[src/rtl/m_spi_pkg.sv]
// Shared constants and state encoding for the 64-bit SPI slave.
package m_spi_pkg;

    localparam int unsigned SPI_DATA_WIDTH = 32;
    localparam int unsigned FRAME_WIDTH    = 64;
    localparam int unsigned SPI_CNT_W      = $clog2(SPI_DATA_WIDTH + 1);

    typedef enum logic [1:0] {
        StIdle  = 2'd0,
        StShift = 2'd1,
        StDone  = 2'd2
    } spi_state_e;

endpackage

[src/rtl/m_spi_sync_edge.sv]
// Multi-flop synchroniser for an asynchronous SPI pin with rise/fall detection
// on the synchronised level.
module m_spi_sync_edge #(
    parameter int unsigned SYNC_STAGES = 2,
    parameter logic        RESET_VAL   = 1'b0
) (
    input  logic i_clk,
    input  logic i_reset,
    input  logic i_async,
    output logic o_sync,
    output logic o_rise,
    output logic o_fall
);

    logic [SYNC_STAGES-1:0] r_sync;
    logic                   r_prev;

    always_ff @(posedge i_clk or posedge i_reset) begin
        if (i_reset) begin
            r_sync <= {SYNC_STAGES{RESET_VAL}};
            r_prev <= RESET_VAL;
        end else begin
            r_sync <= {r_sync[SYNC_STAGES-2:0], i_async};
            r_prev <= r_sync[SYNC_STAGES-1];
        end
    end

    assign o_sync = r_sync[SYNC_STAGES-1];
    assign o_rise = r_sync[SYNC_STAGES-1] & ~r_prev;
    assign o_fall = ~r_sync[SYNC_STAGES-1] & r_prev;

endmodule

[src/rtl/m_64spi_slave.sv]
// SPI mode-0 slave receiving/sending 64-bit frames as two SS_N-delimited 32-bit words.
// Define SLV_TIMEOUT_EN to abandon a half-received frame after TIMEOUT_CYCLES idle clocks.
module m_64spi_slave
    import m_spi_pkg::*;
#(
    parameter int unsigned DATA_WIDTH     = SPI_DATA_WIDTH,
    parameter int unsigned SYNC_STAGES    = 2,
    parameter int unsigned TIMEOUT_CYCLES = 1024
) (
    input  logic                   clk,
    input  logic                   reset,
    input  logic                   SCLK_SLAVE,
    input  logic                   SS_N_SLAVE,
    input  logic                   MOSI_SLAVE,
    output logic                   MISO_SLAVE,
    input  logic [FRAME_WIDTH-1:0] tx_data,
    output logic [FRAME_WIDTH-1:0] rx_data,
    output logic                   rx_valid,
    output logic                   busy,
    output logic                   word_idx
);

    localparam int unsigned CNT_W = $clog2(DATA_WIDTH + 1);

    logic w_sclk_rise, w_sclk_fall, w_ss_rise, w_ss_fall, w_mosi;
    logic w_unused_sclk, w_unused_ss, w_unused_mosi_rise, w_unused_mosi_fall;

    m_spi_sync_edge #(.SYNC_STAGES(SYNC_STAGES), .RESET_VAL(1'b0)) u_sync_sclk (
        .i_clk(clk), .i_reset(reset), .i_async(SCLK_SLAVE),
        .o_sync(w_unused_sclk), .o_rise(w_sclk_rise), .o_fall(w_sclk_fall)
    );
    m_spi_sync_edge #(.SYNC_STAGES(SYNC_STAGES), .RESET_VAL(1'b1)) u_sync_ss (
        .i_clk(clk), .i_reset(reset), .i_async(SS_N_SLAVE),
        .o_sync(w_unused_ss), .o_rise(w_ss_rise), .o_fall(w_ss_fall)
    );
    m_spi_sync_edge #(.SYNC_STAGES(SYNC_STAGES), .RESET_VAL(1'b0)) u_sync_mosi (
        .i_clk(clk), .i_reset(reset), .i_async(MOSI_SLAVE),
        .o_sync(w_mosi), .o_rise(w_unused_mosi_rise), .o_fall(w_unused_mosi_fall)
    );

    spi_state_e                  r_state;
    logic [2*DATA_WIDTH-1:0]     r_tx_buf;
    logic [DATA_WIDTH-1:0]       r_tx_shift, r_rx_shift, r_rx_buf0, r_rx_buf1;
    logic [CNT_W-1:0]            r_bit_cnt;
    logic [FRAME_WIDTH-1:0]      r_rx_data;
    logic                        r_miso, r_rx_valid, r_busy, r_word_idx, r_frame_pend;
    logic                        r_def_rise, r_def_fall;
    logic                        w_rise, w_fall;

    // SCLK edges coinciding with the SS_N fall are replayed on the first SHIFT cycle.
    assign w_rise = w_sclk_rise | r_def_rise;
    assign w_fall = w_sclk_fall | r_def_fall;

`ifdef SLV_TIMEOUT_EN
    localparam int unsigned TMO_W = $clog2(TIMEOUT_CYCLES + 1);
    logic [TMO_W-1:0] r_tmo_cnt;
`else
    logic w_unused_tmo;
    assign w_unused_tmo = (TIMEOUT_CYCLES == 0);
`endif

    always_ff @(posedge clk or posedge reset) begin
        if (reset) begin
            r_state      <= StIdle;
            r_tx_buf     <= '0;
            r_tx_shift   <= '0;
            r_rx_shift   <= '0;
            r_rx_buf0    <= '0;
            r_rx_buf1    <= '0;
            r_bit_cnt    <= '0;
            r_rx_data    <= '0;
            r_miso       <= 1'b0;
            r_rx_valid   <= 1'b0;
            r_busy       <= 1'b0;
            r_word_idx   <= 1'b0;
            r_frame_pend <= 1'b0;
            r_def_rise   <= 1'b0;
            r_def_fall   <= 1'b0;
`ifdef SLV_TIMEOUT_EN
            r_tmo_cnt    <= '0;
`endif
        end else begin
            r_rx_valid   <= 1'b0;
            r_def_rise   <= 1'b0;
            r_def_fall   <= 1'b0;
            r_frame_pend <= 1'b0;
            if (r_frame_pend) begin
                r_rx_data  <= {r_rx_buf1, r_rx_buf0};
                r_rx_valid <= 1'b1;
            end
            case (r_state)
                StIdle: begin
                    r_miso <= 1'b0;
                    if (w_ss_fall) begin
                        if (!r_word_idx) begin
                            r_tx_buf   <= tx_data;
                            r_busy     <= 1'b1;
                            r_tx_shift <= tx_data[DATA_WIDTH-1:0];
                            r_miso     <= tx_data[DATA_WIDTH-1];
                        end else begin
                            r_tx_shift <= r_tx_buf[2*DATA_WIDTH-1:DATA_WIDTH];
                            r_miso     <= r_tx_buf[2*DATA_WIDTH-1];
                        end
                        r_bit_cnt  <= '0;
                        r_def_rise <= w_sclk_rise;
                        r_def_fall <= w_sclk_fall;
                        r_state    <= StShift;
                    end
                end
                StShift: begin
                    if (w_ss_rise) begin
                        // Short word: dropped, word_idx and rx buffers untouched.
                        r_miso  <= 1'b0;
                        r_state <= StIdle;
                    end else if (w_rise) begin
                        r_rx_shift <= {r_rx_shift[DATA_WIDTH-2:0], w_mosi};
                        r_bit_cnt  <= r_bit_cnt + 1'b1;
                        if (r_bit_cnt == CNT_W'(DATA_WIDTH - 1)) begin
                            r_miso  <= 1'b0;
                            r_state <= StDone;
                        end
                    end else if (w_fall) begin
                        r_tx_shift <= {r_tx_shift[DATA_WIDTH-2:0], 1'b0};
                        r_miso     <= r_tx_shift[DATA_WIDTH-2];
                    end
                end
                StDone: begin
                    r_miso <= 1'b0;
                    if (w_ss_rise) begin
                        if (r_word_idx) begin
                            r_rx_buf1    <= r_rx_shift;
                            r_frame_pend <= 1'b1;
                            r_busy       <= 1'b0;
                            r_word_idx   <= 1'b0;
                        end else begin
                            r_rx_buf0  <= r_rx_shift;
                            r_word_idx <= 1'b1;
                        end
                        r_state <= StIdle;
                    end
                end
                default: begin
                    r_miso  <= 1'b0;
                    r_state <= StIdle;
                end
            endcase
`ifdef SLV_TIMEOUT_EN
            if (w_ss_fall || r_state != StIdle || !r_word_idx) begin
                r_tmo_cnt <= '0;
            end else if (r_tmo_cnt == TMO_W'(TIMEOUT_CYCLES - 1)) begin
                r_tmo_cnt  <= '0;
                r_word_idx <= 1'b0;
                r_busy     <= 1'b0;
            end else begin
                r_tmo_cnt <= r_tmo_cnt + 1'b1;
            end
`endif
        end
    end

    assign MISO_SLAVE = r_miso;
    assign rx_data    = r_rx_data;
    assign rx_valid   = r_rx_valid;
    assign busy       = r_busy;
    assign word_idx   = r_word_idx;

endmodule
[config.mk]
export PLATFORM = sky130hd
export DESIGN_NAME = m_64spi_slave
export DESIGN_NICKNAME = d
export VERILOG_FILES = /design/src/rtl/m_spi_pkg.sv /design/src/rtl/m_spi_sync_edge.sv /design/src/rtl/m_64spi_slave.sv
export SDC_FILE = /design/constraint.sdc
export NUM_CORES = 1
export LEC_CHECK = 0
export ABC_AREA = 1
export BUFFER_PORTS_ARGS = -buffer_cell sky130_fd_sc_hd__buf_2
export CORE_MARGIN = 1
export CORE_UTILIZATION = 40
export CTS_CLUSTER_DIAMETER = 100
export DETAILED_ROUTE_END_ITERATION = 16
export GPL_ROUTABILITY_DRIVEN = 0
export PLACE_DENSITY_LB_ADDON = 0.15
export RECOVER_POWER = 100
export SLEW_MARGIN = 20
export SYNTH_ARGS = -nofsm -noshare
export SYNTH_HDL_FRONTEND = slang
export SYNTH_HIERARCHICAL = 1
export SYNTH_SLANG_ARGS = --single-unit
export TNS_END_PERCENT = 100
[constraint.sdc]
create_clock -name clk -period 14.6 [get_ports clk]
set_clock_uncertainty 0.1 [all_clocks]
set_input_delay 2.92 -clock clk [delete_from_list [all_inputs] [get_ports clk]]
set_output_delay 2.92 -clock clk [all_outputs]
set_load 0.005 [all_outputs]
==> impl_metrics.json, run 1 <==
{
  "initial_core_util_pct": 41.0,
  "num_vias": 6894,
  "crit_path_frequent_cell": "clkbuf_1",
  "crit_required_ns": 14.80,
  "fin_crit_sh_pct": 45.0,
  "slowest_delay_ns": 2.29,
  "root_buffer": "clkbuf_16",
  "slowest_stage": "clkinvlp_2",
  "syn_area_um2": 10100,
  "die_h_um": 161,
  "grt_pass1_vias": 6902,
  "nNetsFinal": 1196,
  "fp.dieArea_um2": 25800,
  "slew-limit-headroom_pct": -176,
  "cts.path.max_buffers": 3,
  "worstPathArrival_ns": 6.78,
  "grt_usage_pct": 16.1,
  "cts_resized": 0,
  "grt_setup_unrepaired": "false",
  "port_buffers": 136,
  "antenna_found_initial": 0,
  "ir_worst_vdd_mv": 0.0747,
  "netlist_instances": 1009,
  "boundaryPins": 137,
  "clkTransAtPathRegs_ns": 0.06,
  "hold_path.class": "register to register",
  "violations": "capacitance limit, slew limit",
  "timing.setup.critical_path_class": "input pin to asynchronous set/reset pin",
  "finalWirelength_mm": 20.2,
  "setup_viol": 0,
  "rows": 57,
  "cts.htree.levels": 1,
  "drc": 0,
  "die_w_um": 161,
  "drive_gt1_share_pct": 23.0,
  "crit_path_cell_trace": "clkbuf_1 -> clkinvlp_2 -> clkbuf_1",
  "numCtsBuffers": 27,
  "clkSinkCount": 246,
  "status": "complete, but fails checks",
  "dp_hpwl_mm": 12.2,
  "maxSlewViolCount": 577,
  "total_power_mw": 2.04,
  "fin_setup_tns_ns": 0,
  "tightest_slew_ns": 4.12,
  "drtIter0Drc": 478,
  "start_kind": "input pin",
  "overflow": 0,
  "hold_buffers": 0,
  "synthesis.nets": 1079,
  "wire_per_inst_um": 13.8,
  "fmax_mhz": 152,
  "antenna_cells": 0,
  "avgViaCountPerCell": 4.69,
  "antenna_left": 0,
  "yosysWarnings": 6,
  "dr.pass1.iters": 4,
  "syn_avg_cell_area_um2": 9.98,
  "drv_cap": 10,
  "clock_latency_ns": 0.53,
  "worst_setup_path_end_kind": "asynchronous set/reset pin",
  "grt_pass1_wl_mm": 34.3,
  "utilization_pct": 47.8,
  "postCtsSetupBuffers": 0,
  "finalHoldViolCount": 0,
  "grt_max_degree": 94,
  "cts_tree": "built",
  "core-area_um2": 24500,
  "period_minus_slack_ns": 6.57,
  "synthToLayoutAreaGrowth_pct": 16.6,
  "cellLeakagePower_nw": 5.93,
  "crit_fanout": 93,
  "pwr_density_cell_nw_per_um2": 174
}
cell usage in the layout (no fill, tap or decap), drive strengths merged:
master	count
buf	114
bufinv	4
clkbuf	68
clkinv	10
clkinvlp	2
dfrtp	243
dfstp	3
ha	1
inv	53
mux2	64
nand2	322
nand3	73
nand4	2
nor2	22
nor3	2
o21ai	132
or2	30
xor2	2
stage by stage:
stage	cell area (µm²)	hold slack [ns]	worst slack, ns	std cells
after floorplan	10100	0.231	5.05	1009
after global placement	10900	0.232	9.88	1420
after detailed placement	10900	0.235	9.89	1420
after CTS	11900	0.248	10.15	1470
after global routing	11700	0.252	6.98	1471
final	11700	0.247	8.03	1471
worst paths after layout:
kind	from	endpoint	slack [ns]	depth (start not counted)
max reg2reg	word_idx	r_rx_buf1[27]	8.63	7
max	reset	rx_data[57]	8.03	3
min	u_sync_sclk/r_sync[0]	u_sync_sclk/r_sync[1]	0.25	0
max in group clk	word_idx	r_rx_buf1[27]	8.63	7
min reg2reg	u_sync_sclk/r_sync[0]	u_sync_sclk/r_sync[1]	0.25	0
min in group asynchronous	reset	u_sync_mosi/r_sync[0]	2.18	2
power breakdown:
group / leakage (nW) / switching (mW) / internal [mW]
Sequential: 3.29 / 0.0618 / 0.802
Clock: 0.469 / 0.275 / 0.436
Combinational: 2.17 / 0.292 / 0.172
worst max-delay path, delay by kind of cell:
| family | cells | cell delay (ns) |
|---|---|---|
| buf+inv | 3 | 3.81 |
layout make-up:
| class | count | area (µm²) |
|---|---|---|
| inverters | 54 | 204 |
| multi-input cells | 650 | 3310 |
| clock inverters | 15 | 185 |
| clock buffers | 35 | 756 |
| well taps | 324 | 405 |
| repair buffers | 147 | 712 |
| fillers | 2437 | 12800 |
| flip-flops and latches | 246 | 6160 |
registers in the layout (all words and copies together), names as in the netlist, 2 cells and up:
| register | count |
|---|---|
| r_state | 2 |
| r_tx_shift | 31 |
| u_sync_mosi/r_sync | 2 |
| u_sync_ss/r_sync | 2 |
| r_rx_buf1 | 32 |
| r_bit_cnt | 6 |
| r_rx_buf0 | 32 |
| r_rx_shift | 32 |
| rx_data | 64 |
| r_tx_buf | 32 |
| u_sync_sclk/r_sync | 2 |
per-layer routing:
metal  track usage, %  vias to the layer above  share of wire [%]
met5                0                        -                  0
met4             3.98                        0                1.7
met1             22.3                     3250                 48
li1                 -                     3485                  -
met3             2.82                       33                4.4
met2             26.2                      126                 46
No activity file was read; power rests on OpenSTA's default activity.
==> inputs of run 2 (changes only) <==
- ABC_AREA: 1 -> 0
- clock period: 14.6 -> 6.3 ns (I/O delays scaled with it)
==> impl_metrics.json, run 2 <==
{
  "die_h_um": 158,
  "final_area_um2": 11500,
  "most-common-layout-cells": "242 x dfrtp_1, 193 x mux2_2, 82 x buf_2",
  "slowest_stage": "nor2_1",
  "cellLeakagePower_nw": 5.53,
  "fp.dieArea_um2": 25000,
  "fin_hold_ws_ns": 0.249,
  "grt_max_degree": 173,
  "slew-limit-headroom_pct": -138,
  "clkTransAtPathRegs_ns": 0.06,
  "tightest_slew_ns": 3.57,
  "crit_required_ns": 6.59,
  "utilization_pct": 48.6,
  "syn_avg_cell_area_um2": 14.0,
  "antenna_cells": 0,
  "root_buffer": "clkbuf_16",
  "hold_buffers": 0,
  "numCtsBuffers": 26,
  "ir_worst_vdd_mv": 0.156,
  "dpl.cell_count": 1119,
  "r2r_setup_slack_ns": 1.91,
  "antenna_left": 0,
  "fin_crit_sh_pct": 69.6,
  "place_ws_ns": 3.21,
  "hold_path.class": "register to register",
  "dr.pass1.iters": 4,
  "synthesis.nets": 765,
  "setup_viol": 0,
  "drv_cap": 5,
  "grt_setup_unrepaired": "false",
  "boundaryPins": 137,
  "largest_reg_flops": 64,
  "fin_setup_tns_ns": 0,
  "drtIter0Drc": 197,
  "core-area_um2": 23700,
  "maxSlewViolCount": 169,
  "avgViaCountPerCell": 4.86,
  "finalHoldViolCount": 0,
  "netlist_instances": 695,
  "postCtsSetupBuffers": 0,
  "reg2reg_depth": 2,
  "crit_family": "simple AND/OR/NAND/NOR gates",
  "final_common_cell": "dfrtp_1",
  "path_depth": 2,
  "num_vias": 5670,
  "rows": 56,
  "finalWirelength_mm": 17.7,
  "cts_tree": "built",
  "antenna_found_initial": 0,
  "die_w_um": 158,
  "synthToLayoutAreaGrowth_pct": 17.8,
  "overflow": 0,
  "place_area_um2": 10800,
  "start_kind": "register",
  "initial_core_util_pct": 41.2,
  "grt_pass1_wl_mm": 29.2,
  "min_path_cells": 0,
  "fmax_mhz": 228,
  "worstPathArrival_ns": 4.68,
  "syn_area_um2": 9760,
  "grt_pass1_vias": 5812,
  "grt_usage_pct": 14.7,
  "crit_path_cell_trace": "nor2_1 -> mux2_2",
  "crit_fanout": 37,
  "drc": 0,
  "cts_resized": 0,
  "violations": "capacitance limit, slew limit",
  "period_minus_slack_ns": 4.39,
  "slowest_delay_ns": 2.59,
  "yosysWarnings": 6,
  "clkSinkCount": 246,
  "wire_per_inst_um": 15.2,
  "worst_setup_path_end_kind": "register",
  "cts.path.max_buffers": 3,
  "status": "complete, but fails checks",
  "cts.htree.levels": 1,
  "total_power_mw": 3.64,
  "stdcell_count": 1166,
  "drive_gt1_share_pct": 39.1,
  "nNetsFinal": 898,
  "crit_buf_inv": 0,
  "pwr_density_cell_nw_per_um2": 317,
  "setup_ws_ns": 1.91,
  "timing.setup.critical_path_class": "register to register",
  "dp_hpwl_mm": 11.2,
  "clock_latency_ns": 0.52,
  "port_buffers": 136
}
## run 2: area by class of cell
class	count	area, µm²
inverters	7	27.5
fillers	2175	12200
clock inverters	6	66.3
well taps	319	399
multi-input cells	404	3420
flip-flops and latches	246	6160
clock buffers	41	767
repair buffers	143	671
## run 2: final timing paths
kind                                          to                  start
setup / recovery                    r_rx_buf0[1]               word_idx
hold / removal             u_sync_mosi/r_sync[1]  u_sync_mosi/r_sync[0]
setup reg to reg                    r_rx_buf0[1]               word_idx
hold reg to reg            u_sync_mosi/r_sync[1]  u_sync_mosi/r_sync[0]
max in group asynchronous            rx_data[36]                  reset
min in group asynchronous  u_sync_mosi/r_sync[1]                  reset
## run 2: per-layer routing
layer  part of all wire, %  GRT usage (%)  routed length, µm
met3                   4.5           2.74                791
met2                    47           24.3               8360
met5                     0              0                  0
met4                   2.1           4.49                366
met1                    46           19.5               8150
## run 2: report_power, final
| group | switching, mW | internal, mW |
|---|---|---|
| sequential | 0.104 | 1.75 |
| clock | 0.588 | 0.874 |
| combinational | 0.169 | 0.157 |
## run 2: worst register-to-register path: stages, from the launching register on
cell,delay [ns]
dfrtp_1,1.06
nor2_1,2.59
mux2_2,0.50
==> inputs of run 3 (changes only) <==
- clock period: 6.3 -> 3.95 ns (I/O delays scaled with it)
==> impl_metrics.json, run 3 (synthesis gave the netlist of run 2 again) <==
{
  "fin_crit_sh_pct": 79.9,
  "utilization_pct": 48.9,
  "crit_fanout": 34,
  "antenna_cells": 0,
  "timing.setup.critical_path_class": "register to register",
  "setup_ws_ns": 0.795,
  "drive_gt1_share_pct": 40.1,
  "cts.path.max_buffers": 3,
  "finalHoldViolCount": 0,
  "die_w_um": 158,
  "fillers": 2146,
  "grt_setup_unrepaired": "false",
  "tightest_slew_ns": 2.13,
  "grt_pass1_wl_mm": 30.1,
  "hold_buffers": 0,
  "largest_reg_flops": 64,
  "grt_pass1_vias": 5954,
  "port_buffers": 136,
  "nNetsFinal": 904,
  "antenna_left": 0,
  "postCtsSetupBuffers": 0,
  "hold_path.class": "input pin to asynchronous set/reset pin",
  "pwr_density_cell_nw_per_um2": 512,
  "period_minus_slack_ns": 3.16,
  "die_h_um": 158,
  "initial_core_util_pct": 41.2,
  "dr.pass1.iters": 6,
  "total_power_mw": 5.93,
  "clock_latency_ns": 0.51,
  "cts_tree": "built",
  "rows": 56,
  "fp.dieArea_um2": 25000,
  "setup_viol": 0,
  "grt_max_degree": 124,
  "fmax_mhz": 317,
  "wire_per_inst_um": 15.4,
  "slew-limit-headroom_pct": -41.9,
  "cts.htree.levels": 1,
  "maxSlewViolCount": 376,
  "numCtsBuffers": 27,
  "num_vias": 5713,
  "status": "complete, but fails checks",
  "drc": 0,
  "core-area_um2": 23700,
  "drv_cap": 8,
  "drtIter0Drc": 221,
  "cts_resized": 0,
  "grt_usage_pct": 15.0,
  "place_area_um2": 10800,
  "final_common_cell": "dfrtp_1",
  "cellLeakagePower_nw": 5.56,
  "antenna_found_initial": 0,
  "multiInputGateArea_um2": 3430,
  "final_area_um2": 11600,
  "place_ws_ns": 1.17,
  "most-common-layout-cells": "242 x dfrtp_1, 193 x mux2_2, 83 x buf_2",
  "violations": "capacitance limit, slew limit",
  "start_kind": "register",
  "worst_setup_path_end_kind": "register",
  "dp_hpwl_mm": 12.0,
  "synthToLayoutAreaGrowth_pct": 18.6,
  "worstPathArrival_ns": 3.44,
  "fin_setup_tns_ns": 0,
  "root_buffer": "clkbuf_16",
  "clkTransAtPathRegs_ns": 0.06,
  "seq_area_um2": 6160,
  "finalWirelength_mm": 18.0,
  "crit_required_ns": 4.24,
  "overflow": 0,
  "ir_worst_vdd_mv": 0.273,
  "avgViaCountPerCell": 4.87,
  "boundaryPins": 137,
  "clkSinkCount": 246
}
## run 3: cell count changes in the layout (fill, tap and decap cells not counted), moves of 2 or more
cell	change
buf_4	+2
clkbuf_1	-2
clkinv_2	+3
nor3_1	-2
nor3_4	+2
## run 3: worst paths after layout
check	startpoint	slack [ns]	cells past startpoint	endpoint
setup / recovery	r_state[1]	0.79	4	r_rx_buf1[10]
setup reg to reg	r_state[1]	0.79	4	r_rx_buf1[10]
max in group asynchronous	reset	1.54	3	word_idx
hold reg to reg	u_sync_mosi/r_sync[0]	0.25	0	u_sync_mosi/r_sync[1]
min in group clk	u_sync_mosi/r_sync[0]	0.25	0	u_sync_mosi/r_sync[1]
hold / removal	reset	0.07	2	u_sync_mosi/r_sync[0]
## run 3: area by class of cell
type                    count  share of cell area (%)
well taps                 319                    3.45
clock buffers              37                    6.59
inverters                   7                   0.238
clock inverters            11                   0.962
flip-flops and latches    246                    53.2
repair buffers            148                    5.92
multi-input cells         404                    29.6
## run 3: layer usage
layer	track usage, %	vias to the layer above	part of all wire, %	wire length (µm)
met4	4.21	0	1.9	350
met3	2.90	32	5.0	895
met5	0	-	0	0
met1	19.9	2834	45	8020
li1	-	2725	-	-
met2	25.1	122	49	8750
## run 3: power by group
part	internal (mW)	switching (mW)
combinational	0.250	0.276
clock	1.48	0.961
sequential	2.80	0.173
total	4.52	1.41
## run 3: metrics by stage
stage	hold slack (ns)	instances
after floorplan	0.231	695
after global placement	0.231	1124
after detailed placement	0.242	1124
after CTS	0.0436	1172
after global routing	0.0756	1172
final	0.0697	1172
## run 3: critical path, cell delays in order (launching register included)
cell and delay [ns]:
dfrtp_1 0.56, and2b_1 0.29, nand3_2 0.07, clkbuf_1 1.53, mux2_2 0.46
